$ cat src/rtl/escritor_imagen_if.sv
// escritor_imagen_if: pixel-stream handshake plus frame-buffer write port of the image writer.
interface escritor_imagen_if;
  logic start, valid, ready, we, done, error;
  logic [7:0] Pixel_in, Dato;
  logic [15:0] Address;
  modport master(output start, Pixel_in, valid, input ready, we, Address, Dato, done, error);
  modport slave(input start, Pixel_in, valid, output ready, we, Address, Dato, done, error);
endinterface

$ cat src/rtl/escritor_imagen.sv
// escritor_imagen: turns a valid/ready pixel stream into row-major {row,col} frame-buffer writes.
module escritor_imagen #(
  parameter int ANCHO = 256,
  parameter int ALTO = 256
) (
  input logic clk,
  input logic reset,
  escritor_imagen_if.slave bus
);
  localparam logic [7:0] COL_MAX = 8'(ANCHO - 1);
  localparam logic [7:0] ROW_MAX = 8'(ALTO - 1);
  typedef enum logic [1:0] {IDLE, CARGA, FIN} state_t;
  state_t state, state_n;
  logic [7:0] col, row, col_n, row_n;
  logic xfer, last;
  // a start colliding with a pixel restarts the frame and drops that pixel
  always_comb begin
    xfer = state == CARGA && bus.valid && !bus.start;
    last = row == ROW_MAX && col == COL_MAX;
    state_n = bus.start ? CARGA : state == FIN ? IDLE : xfer && last ? FIN : state;
    col_n = bus.start ? '0 : !xfer ? col : col == COL_MAX ? '0 : col + 8'd1;
    row_n = bus.start ? '0 : xfer && col == COL_MAX && !last ? row + 8'd1 : row;
  end
  always_ff @(posedge clk) begin
    if (reset) begin
      state <= IDLE;
      col <= '0;
      row <= '0;
      bus.we <= 1'b0;
      bus.Address <= '0;
      bus.Dato <= '0;
      bus.done <= 1'b0;
      bus.error <= 1'b0;
    end else begin
      state <= state_n;
      col <= col_n;
      row <= row_n;
      bus.we <= xfer;
      if (xfer) begin
        bus.Address <= {row, col};
        bus.Dato <= bus.Pixel_in;
      end
      bus.done <= xfer && last;
      bus.error <= bus.start && state == CARGA;
    end
  end
  assign bus.ready = state == CARGA;
endmodule

$ cat src/flat_wrapper.sv
// flat-port wrapper written by rule: the top's interface ports become plain ports
module escritor_imagen_flat 
#(
  parameter int ANCHO = 256,
  parameter int ALTO = 256
)
  (clk, reset, bus_start, bus_Pixel_in, bus_valid, bus_ready, bus_we, bus_Address, bus_Dato, bus_done, bus_error);
  escritor_imagen_if bus_i ();
  input logic clk;
  input logic reset;
  input wire logic [$bits(bus_i.start)-1:0] bus_start;
  input wire logic [$bits(bus_i.Pixel_in)-1:0] bus_Pixel_in;
  input wire logic [$bits(bus_i.valid)-1:0] bus_valid;
  output wire logic [$bits(bus_i.ready)-1:0] bus_ready;
  output wire logic [$bits(bus_i.we)-1:0] bus_we;
  output wire logic [$bits(bus_i.Address)-1:0] bus_Address;
  output wire logic [$bits(bus_i.Dato)-1:0] bus_Dato;
  output wire logic [$bits(bus_i.done)-1:0] bus_done;
  output wire logic [$bits(bus_i.error)-1:0] bus_error;
  assign bus_i.start = bus_start;
  assign bus_i.Pixel_in = bus_Pixel_in;
  assign bus_i.valid = bus_valid;
  assign bus_ready = bus_i.ready;
  assign bus_we = bus_i.we;
  assign bus_Address = bus_i.Address;
  assign bus_Dato = bus_i.Dato;
  assign bus_done = bus_i.done;
  assign bus_error = bus_i.error;
  escritor_imagen #(.ANCHO(ANCHO), .ALTO(ALTO)) u_core (.clk(clk), .reset(reset), .bus(bus_i));
endmodule
$ cat config.mk
export PLATFORM = sky130hd
export DESIGN_NAME = escritor_imagen_flat
export DESIGN_NICKNAME = d
export VERILOG_FILES = /design/src/rtl/escritor_imagen_if.sv /design/src/rtl/escritor_imagen.sv /design/src/flat_wrapper.sv
export SDC_FILE = /design/constraint.sdc
export NUM_CORES = 1
export LEC_CHECK = 0
export BUFFER_PORTS_ARGS = -buffer_cell sky130_fd_sc_hd__clkbuf_2
export CORE_MARGIN = 4
export CORE_UTILIZATION = 30
export CTS_BUF_LIST = sky130_fd_sc_hd__clkbuf_8 sky130_fd_sc_hd__clkbuf_16
export CTS_CLUSTER_SIZE = 12
export DETAILED_ROUTE_END_ITERATION = 8
export HOLD_SLACK_MARGIN = 0.02
export PLACE_DENSITY = 0.52
export RECOVER_POWER = 25
export REMOVE_ABC_BUFFERS = 1
export SYNTH_ARGS = -nofsm -noshare
export SYNTH_HDL_FRONTEND = slang
export SYNTH_SLANG_ARGS = --single-unit
export TNS_END_PERCENT = 10
$ cat constraint.sdc
create_clock -name clk -period 3.15 [get_ports clk]
set_clock_uncertainty 0.2 [all_clocks]
set_input_delay 0.63 -clock clk [delete_from_list [all_inputs] [get_ports clk]]
set_output_delay 0.63 -clock clk [all_outputs]
set_load 0.005 [all_outputs]
* After elaboration in Yosys (flattened, before gate mapping) *
Index checks and enable logic that the tools add are counted.

word-level totals
  bits in registers = 45
  output and inout port bits = 28

operators by class
  reductions and logical operators = 12
  add/sub/neg operators = 2
  equal/unequal tests = 4
  mux-type cells = 4

operators with widths
  kind                                                                   number
  8-bit by 1-bit adder with 8-bit output, second input constant          2
  8-bit equality test, second input constant                             2
  8-bit two-way mux                                                      1
  1-bit logical AND                                                      7
  1-bit two-way mux                                                      3
  3-bit nonzero test                                                     1
  3-bit OR reduction                                                     1
  2-bit by 1-bit equality test with 1-bit output, second input constant  1
  2-bit equality test, second input constant                             1
  1-bit zero test                                                        2
  2-bit OR reduction                                                     1

* Longest topological paths before layout *
Gate-level depths: netlist of run 1.

  word-level depth = 7
  gate-level depth with buffers = 7

* Worst setup path before layout of run 1 *
Ideal clock, no wire load.

  kind = input to register
  start = in bus_start
  end = reg u_core.row[2]
  setup time = 135 ps
  data arrival time = 1885 ps
  data required time = 2815 ps
  cell stages on the path = 6
  slack = 930 ps
  path through = nand4bb_1 or3_1 buf_2 clkbuf_1 o311ai_0 o41ai_1

on the way
  longest elaborated chain between the ends = 4

RTL lines
  what                            line                   text
  start, declared                 flat_wrapper.sv:11     input wire logic [$bits(bus_i.start)-1:0] bus_start;
  1-bit zero test                 escritor_imagen.sv:18  xfer = state == CARGA && bus.valid && !bus.start;
  1-bit logical AND               escritor_imagen.sv:18
  1-bit logical AND (2 in a row)  escritor_imagen.sv:22  row_n = bus.start ? '0 : xfer && col == COL_MAX && !last ? row + 8'd1 : row;
  end signal, assigned            escritor_imagen.sv:37  row <= row_n;
  end, declared                   escritor_imagen.sv:14  logic [7:0] col, row, col_n, row_n;

Parallel ways exist; a longest one is shown, timed or not.
A chain may end at the register's enable or synchronous reset.

* Worst setup path after layout of run 1 *
  start = reg u_core.col[0]
  end = reg u_core.row[7]

on the way
  longest elaborated chain between the ends = 4

RTL lines
  what                    line                                          text
  start, declared         escritor_imagen.sv:14
  start signal, assigned  escritor_imagen.sv:36                         col <= col_n;
  8-bit equality test *   escritor_imagen.sv:19, escritor_imagen.sv:22
  1-bit logical AND       escritor_imagen.sv:19                         last = row == ROW_MAX && col == COL_MAX;
  1-bit zero test         escritor_imagen.sv:22
  1-bit logical AND *     escritor_imagen.sv:22

Every way passes the cells marked *; elsewhere a longest branch is shown, timed or not.

==> results of run 1 <==
-- per-layer routing --
metal / share of wire / global-route usage / up-vias
met1: 0.49 / 0.154 / 674
met3: 0.056 / 0.0363 / 7
met4: 0.019 / 0.0439 / 0
met5: 0 / 0 / -
met2: 0.43 / 0.191 / 38
li1: - / - / 800
-- worst paths after layout --
kind                          start                      to  slack, ns  cells after the start
max                   u_core.col[0]           u_core.row[7]       0.83                      5
min          u_core.bus.Address[13]  u_core.bus.Address[13]       0.26                      2
max reg2reg           u_core.col[0]           u_core.row[7]       0.83                      5
min reg2reg  u_core.bus.Address[13]  u_core.bus.Address[13]       0.26                      2
-- area by class of cell --
| type | instances | share of cell area |
|---|---|---|
| tap | 72 | 0.0432 |
| clock buffer | 5 | 0.0330 |
| sequential | 45 | 0.432 |
| multi-input combinational | 152 | 0.380 |
| timing repair buffer | 42 | 0.100 |
| inverter | 3 | 0.00541 |
| clock inverter | 3 | 0.00541 |
-- synth_stat cells (2+ instances only) --
library cell	number
dfxtp_1	45
nor3_1	2
clkbuf_1	7
nand3_1	6
a21oi_1	37
nor2_1	8
ha_1	2
xnor2_1	2
o41ai_1	2
or4_1	4
nand4_1	4
o21ai_0	7
inv_1	3
buf_2	2
buf_1	4
xor2_1	2
or2_2	2
or3_1	6
o31ai_1	3
nand2_1	57
-- state kept, by name, indices dropped and copies added (netlist names) --
name	cells
u_core.bus.Address	16
u_core.state	2
u_core.col	8
u_core.bus.done	1
u_core.bus.Dato	8
u_core.bus.we	1
u_core.bus.error	1
u_core.row	8
-- metrics by stage --
stage          utilization  std cells  instance area (sq um)  setup slack (ns)
2_1_floorplan            -        200                   1690            -0.680
3_3_place_gp         0.361        314                   2010             0.639
3_5_place_dp         0.361        314                   2010             0.604
4_1_cts              0.375        322                   2090             0.844
5_1_grt              0.374        322                   2080             0.704
6_report             0.374        322                   2080             0.833
-- cells by family (layout without fill, tap and decap cells) --
kind of cell	count (synthesis)	count (layout)
flip-flops	45	45
XOR/XNOR	4	4
AO/OA/AOI/OAI	51	51
AND/OR/NAND/NOR	95	95
buffers and inverters	16	53
adder cells (fa/ha/maj)	2	2
-- worst min-delay path: stages (launching register included) --
cell and delay [ns]:
dfxtp_1 0.31, nand2_1 0.05, a21oi_1 0.05
-- power by group --
| group | switching (W) | internal, W | leakage (nW) |
|---|---|---|---|
| logic | 0.0000267 | 0.0000158 | 0.308 |
| registers | 0.00000297 | 0.000573 | 0.363 |
| clock network | 0.000185 | 0.000148 | 0.0519 |
==> results.toml, run 1 <==
[sta]
fmax_mhz = 432
min_period_ns = 2.32
slew_viol_final = 0
maxSlewHeadroom = 0.448
fin_tns_setup_ns = 0
whs_ns = 0.256
worst_slew_pin_slew_ns = 0.828
fin_crit_sh = 0.736
final-hold-violation-count = 0
setup_viol = 0
rsz0062_at_grt = "no"

[setup_path]
crit_path_end_kind = "flop"
crit_fanout = 17
cp_cell_sequence = "ha_1 -> nand3_2 -> or3_1 -> or4_1 -> a21oi_1"
worstPathArrival_ns = 2.33
worstSetupStartpointType = "flop"
cpPeakStageDelay_ns = 0.59
slowest_stage = "or3_1"
critPathKind = "reg -> reg"
crit_family = "simple AND/OR/NAND/NOR gates"
required_ns = 3.17
path_buf_inv = 0

[synthesis]
synthMuxAreaShare = 0
synth-seq-cells = 45
ys.flop_type = "dfxtp_1"
synth_compound_area_frac = 0.159
async_reset_ff_frac = 0
yosys-top-cells-area = "dfxtp_1 (52%), nand2_1 (12%), a21oi_1 (11%), or3_1 (2.2%), o21ai_0 (2.0%)"
avgSynthCellArea_sq_um = 8.17
syn_area_sq_um = 1740
yosys.area.top_type = "dfxtp_1"
yosysWarnings = 0
synth_cells = 213
synth_edf_count = 0
synthDistinctLibCells = 28
seq_area_frac_synth = 0.518
synthXorXnorAreaFrac = 0.0201
netlist.area_leader.share = 0.518
synth-adder-area-share = 0.0144
synth_top_family_by_area = "simple AND/OR/NAND/NOR gates"
synth-simple-area-share = 0.253

[layout]
most-common-layout-cells = "nand2_1 (57), dfxtp_1 (45), a21oi_1 (37), clkbuf_2 (32), nor2_1 (8)"
multi_input_comb_area_sq_um = 792
antenna_cells = 0
final_common_cell = "nand2_1"
regArea_sq_um = 901
area_delta_synth_final_pct = 19.7
drive_gt1_frac = 0.172
final_net_count = 263
fill_cells = 620

[global_route]
grt_max_degree = 29
grt_pass1_vias = 1504
overflow = 0
grt_pass1_wl_microns = 6980
track_usage = 0.120
antenna_found_initial = 0

[cts]
clock_path_buffers = 2
cts_tree = "yes"
cts_made_buffers = 5
cts_hold_buf = 0
post_cts_resize_count = 0
root_buffer = "clkbuf_8"
clk_latency_ns = 0.30
htree_levels = 2
post-cts-setup-buffers = 0
clock-sinks = 45
cts.clk_slew.worst_paths_ns = 0.08

[detailed_routing]
drtPass1Iterations = 4
ant_nets = 0
vias_per_cell = 4.72
wl_per_cell_microns = 12.2
first_iter_violations = 45
wl_microns = 3930
drcViolationCount = 0
vias = 1519

[worst_hold_path]
hold_class = "reg -> reg"

[die]
dieWidth_microns = 84.2
die_h_microns = 84.2
die_area_sq_um = 7080
start_util = 0.312
rows = 27
ioPinCount = 40
coreArea_sq_um = 5570

[placed_design]
io_buffers = 39
dp_hpwl_microns = 2560
gp_congestion = 0.741

[power_and_ir_drop]
power_w = 0.000951
powerDensity_nw_per_um2 = 457
vdd_drop_max_mv = 0.140
leakage_nw = 0.723

[flow_run]
drv_cap = 0

[outcome]
outcome = "finished clean"
(Power assumes the default switching activity.)
==> run 2, diff against run 1 <==
--- a/config.mk
+++ b/config.mk
@@ -12,7 +12,7 @@
 export CTS_CLUSTER_SIZE = 12
 export DETAILED_ROUTE_END_ITERATION = 8
 export HOLD_SLACK_MARGIN = 0.02
-export PLACE_DENSITY = 0.52
+export PLACE_DENSITY = 0.53
 export RECOVER_POWER = 25
 export REMOVE_ABC_BUFFERS = 1
 export SYNTH_ARGS = -nofsm -noshare
==> constraint.sdc (replaced) <==
create_clock -name clk -period 2 [get_ports clk]
set_clock_uncertainty 0.2 [all_clocks]
set_input_delay 0.4 -clock clk [delete_from_list [all_inputs] [get_ports clk]]
set_output_delay 0.4 -clock clk [all_outputs]
set_load 0.005 [all_outputs]
==> run 2 against run 1 <==
Effect of this change:
- sequential share of layout area is 3.2 points lower
- via count up 5.1%
- total power grew 67%
- highest routed layer unchanged
==> results.toml, run 2 (same netlist as run 1, synthesis figures left out) <==
[outcome]
outcome = "finished clean"

[setup_path]
worstPathArrival_ns = 1.97
required_ns = 2.03
critPathKind = "reg -> reg"
crit_fanout = 7
crit_path_end_kind = "flop"
worstSetupStartpointType = "flop"

[global_route]
use_met1 = 0.154
gr-max-usage-layer = "met2"
grt_pass1_vias = 1562
antenna_found_initial = 0
grt_max_degree = 29
overflow = 0
met2_usage = 0.187
track_usage = 0.120
grt_use_met3 = 0.0343
grt_pass1_wl_microns = 6940

[power_and_ir_drop]
p_int_w = 0.00124
power_w = 0.00159
switching_share = 0.216
p_seq_frac = 0.570
p_sw_w = 0.000344
clkPwrFrac = 0.382
leakage_nw = 0.806
vdd_drop_max_mv = 0.270
powerDensity_nw_per_um2 = 705
p_comb_frac = 0.048

[detailed_routing]
ant_nets = 0
drcViolationCount = 0
wl_per_cell_microns = 11.8
first_iter_violations = 93
wl_microns = 4010
vias = 1596
vias_per_cell = 4.71
drtPass1Iterations = 4

[sta]
worst_slew_pin_slew_ns = 0.573
setup_viol = 0
fin_tns_setup_ns = 0
maxSlewHeadroom = 0.618
final-hold-violation-count = 0
fmax_mhz = 515
fin_crit_sh = 0.972
min_period_ns = 1.94
slew_viol_final = 0

[cts]
post-cts-setup-buffers = 0
cts_hold_buf = 0
htree_levels = 2
cts.clk_slew.worst_paths_ns = 0.08
clock_path_buffers = 2
root_buffer = "clkbuf_8"
clock-sinks = 45
clk_latency_ns = 0.29
cts_tree = "yes"
cts_made_buffers = 5

[layout]
drive_gt1_frac = 0.258
fill_cells = 599
most-common-layout-cells = "nand2_1 (57), dfxtp_1 (43), a21oi_1 (36), clkbuf_2 (33), buf_4 (17)"
antenna_cells = 0
largest_reg_flops = 16
final_net_count = 280
final_common_cell = "nand2_1"
area_delta_synth_final_pct = 29.5
top_register = "u_core.bus.Address"

[flow_run]
drv_cap = 0

[die]
start_util = 0.312
die_area_sq_um = 7080
rows = 27
die_h_microns = 84.2
ioPinCount = 40
dieWidth_microns = 84.2
coreArea_sq_um = 5570

[worst_hold_path]
hold_class = "in -> reg"

[placed_design]
dp_hpwl_microns = 2730
io_buffers = 39
gp_congestion = 0.757
-- run 2: power by group through the flow --
| stage | combinational, W | sequential [W] | clock, W |
|---|---|---|---|
| final | 0.0000758 | 0.000906 | 0.000607 |
| after global routing | 0.0000862 | 0.000907 | 0.000674 |
| after CTS | 0.0000796 | 0.000906 | 0.000639 |
| after detailed placement | 0.0000792 | 0.000927 | 0 |
| after global placement | 0.0000797 | 0.000927 | 0 |
| after floorplan | 0.0000258 | 0.000928 | 0 |
-- run 2: timing repair --
item,in CTS,in global routing
setup endpoints to repair,6,4
cloned,0,1
gates resized for setup,1,6
hold endpoints to repair,0,0
pin swaps,1,5
-- run 2: final cells by class --
cell class	instances	area [sq um]	share of cell area
inverter	3	11.3	0.00500
multi-input combinational	153	825	0.366
tap	72	90.1	0.0400
timing repair buffer	58	323	0.143
sequential	45	903	0.401
clock buffer	7	96.3	0.0428
clock inverter	1	5.00	0.00222
-- run 2: critical path: stages (launching register included) --
cell     delay, ns
dfxtp_2       0.37
ha_4          0.14
nand3_2       0.09
or3_4         0.44
buf_4         0.17
or3_1         0.33
a21oi_1       0.13
-- run 2: through the flow --
stage          hold WS (ns)  utilization  cells  area (sq um)  setup WS [ns]
2_1_floorplan         0.244            -    200          1690          -1.60
3_3_place_gp          0.241        0.382    330          2130         -0.197
3_5_place_dp          0.248        0.382    330          2130         -0.219
4_1_cts               0.108        0.402    338          2240         0.0374
5_1_grt               0.108        0.404    339          2250       -0.00897
6_report              0.120        0.404    339          2250         0.0566
-- run 2: routing by layer --
metal,share of wire,vias up
met5,0,-
met4,0.020,0
met3,0.061,6
met2,0.43,37
met1,0.49,718
li1,-,835
-- run 2: final timing paths --
| check | from | endpoint | slack (ns) | depth (start not counted) |
|---|---|---|---|---|
| max reg2reg | u_core.col[0] | u_core.row[3] | 0.06 | 6 |
| max | u_core.col[0] | u_core.row[3] | 0.06 | 6 |
| min | bus_Pixel_in[2] | u_core.bus.Dato[2] | 0.12 | 3 |
| min reg2reg | u_core.bus.Address[11] | u_core.bus.Address[11] | 0.25 | 2 |
==> run 3, diff against run 2 <==
==> constraint.sdc (replaced) <==
create_clock -name clk -period 2 [get_ports clk]
set_clock_uncertainty 0.2 [all_clocks]
set_input_delay 0.4 -clock clk [delete_from_list [all_inputs] [get_ports clk]]
set_output_delay 0.4 -clock clk [all_outputs]
set_load 0.02 [all_outputs]
==> run 3 against run 2 <==
Effect of this change:
- global-route usage stayed put
- worst setup slack better by 0.00060 ns
- first-iteration DRC count is 6.5% lower
- register-to-register slack hardly changed
- die area stayed put
- design area is 0.50% lower
- combinational power is 10% higher
- via count hardly changed
- total power is 0.52% higher
- sequential share of layout area is 0.20 points higher
- final cell count stayed put
- sequential power hardly changed
- highest routed layer unchanged
==> results.toml, run 3 (same netlist as run 1, synthesis figures left out) <==
[outcome]
outcome = "finished clean"

[setup_path]
r2r_cells = 6
slowest_stage = "or3_4"
crit_fanout = 7
worstPathArrival_ns = 1.97
required_ns = 2.03
cpPeakStageDelay_ns = 0.44
critPathKind = "reg -> reg"
crit_path_end_kind = "flop"
rrSetupSlack_ns = 0.06
worstReg2RegStart = "u_core.col[0]"
worstSetupStartpointType = "flop"
reg2reg_to = "u_core.row[3]"
cp_cell_sequence = "ha_4 -> nand3_2 -> or3_4 -> buf_4 -> or3_1 -> a21oi_1"

[cts]
clock-sinks = 45
htree_levels = 2
cts_tree = "yes"
clock_path_buffers = 2
root_buffer = "clkbuf_8"
cts.clk_slew.worst_paths_ns = 0.08
cts_made_buffers = 5
post-cts-setup-buffers = 0
cts_hold_buf = 0
clk_latency_ns = 0.29

[global_route]
antenna_found_initial = 0
grt_pass1_wl_microns = 6940
grt_max_degree = 29
track_usage = 0.120
grt_pass1_vias = 1562
overflow = 0

[layout]
most-common-layout-cells = "nand2_1 (57), dfxtp_1 (43), a21oi_1 (36), clkbuf_2 (24)"
final_net_count = 280
antenna_cells = 0
largest_reg_flops = 16
area_delta_synth_final_pct = 28.8
top_register = "u_core.bus.Address"
drive_gt1_frac = 0.225
final_common_cell = "nand2_1"

[worst_hold_path]
hold_depth = 3
hold_class = "in -> reg"
holdPathEnd = "u_core.bus.Dato[2]"
hp-start = "bus_Pixel_in[2]"

[sta]
maxSlewHeadroom = 0.617
fmax_mhz = 515
worst_slew_pin_slew_ns = 0.574
fin_crit_sh = 0.971
setup_viol = 0
setup_ws_ns = 0.0572
slew_viol_final = 0
final-hold-violation-count = 0
min_period_ns = 1.94

[die]
dieWidth_microns = 84.2
rows = 27
ioPinCount = 40
start_util = 0.312
die_area_sq_um = 7080
coreArea_sq_um = 5570
die_h_microns = 84.2

[placed_design]
dp_hpwl_microns = 2730
io_buffers = 39
gp_congestion = 0.757
dp_slack_ns = -0.219

[detailed_routing]
wl_per_cell_microns = 11.9
first_iter_violations = 87
ant_nets = 0
vias_per_cell = 4.71
wl_microns = 4020
vias = 1595
drtPass1Iterations = 4
drcViolationCount = 0

[power_and_ir_drop]
power_w = 0.00160
powerDensity_nw_per_um2 = 712
leakage_nw = 0.775
vdd_drop_max_mv = 0.271

[flow_run]
drv_cap = 0
[run 3: cell count changes in the layout (fill, tap and decap cells not counted)]
cell	delta
clkbuf_1	+9
clkbuf_2	-9
[run 3: routing by layer]
| layer | global-route usage | wire (microns) | vias to the layer above |
|---|---|---|---|
| li1 | - | - | 835 |
| met1 | 0.154 | 1950 | 715 |
| met2 | 0.187 | 1730 | 39 |
| met3 | 0.0343 | 250 | 6 |
| met4 | 0.0526 | 81 | 0 |
| met5 | 0 | 0 | - |
[run 3: critical path: cells and delay by family (launching register included)]
family | cells | cell delay (ns)
adder cells (fa/ha/maj) | 1 | 0.14
AND/OR/NAND/NOR | 3 | 0.86
flip-flops | 1 | 0.37
buffers and inverters | 1 | 0.17
AO/OA/AOI/OAI | 1 | 0.13
[run 3: how the worst max path moves through the flow]
stage	startpoint	to	slack, ns
finish	u_core.col[0]	u_core.row[3]	0.06
CTS	u_core.col[0]	u_core.row[7]	0.04
global placement	bus_start	u_core.row[7]	-0.20
detailed placement	bus_start	u_core.row[7]	-0.22
global route	u_core.col[0]	u_core.row[3]	-0.009
floorplan	bus_valid	u_core.col[5]	-1.60
[run 3: what timing repair did]
item                       CTS  global route
resized for setup            1             6
pin swaps                    1             5
cloned                       0             1
setup endpoints to repair    6             4
[run 3: through the flow]
step	util	hold slack (ns)	instances	area, sq um	setup TNS (ns)
6_report	0.402	0.119	339	2240	0
2_1_floorplan	-	0.244	200	1690	-37.58
3_5_place_dp	0.382	0.248	330	2130	-1.35
5_1_grt	0.402	0.108	339	2240	-0.00897
3_3_place_gp	0.382	0.241	330	2130	-1.22
4_1_cts	0.402	0.108	338	2240	0
[run 3: final cells by class]
class	instances	area (sq um)
tap	72	90.1
clock inverter	1	5.00
timing repair buffer	58	312
inverter	3	11.3
multi-input combinational	153	825
sequential	45	903
fill	600	3330
clock buffer	7	96.3
[run 3: report_power, final]
part	internal (W)	leakage [nW]	switching, W	total [W]
combinational	0.0000299	0.357	0.0000535	0.0000834
sequential	0.000902	0.364	0.00000329	0.000906
clock	0.000312	0.0542	0.000296	0.000608
total	0.00124	0.775	0.000352	0.00160
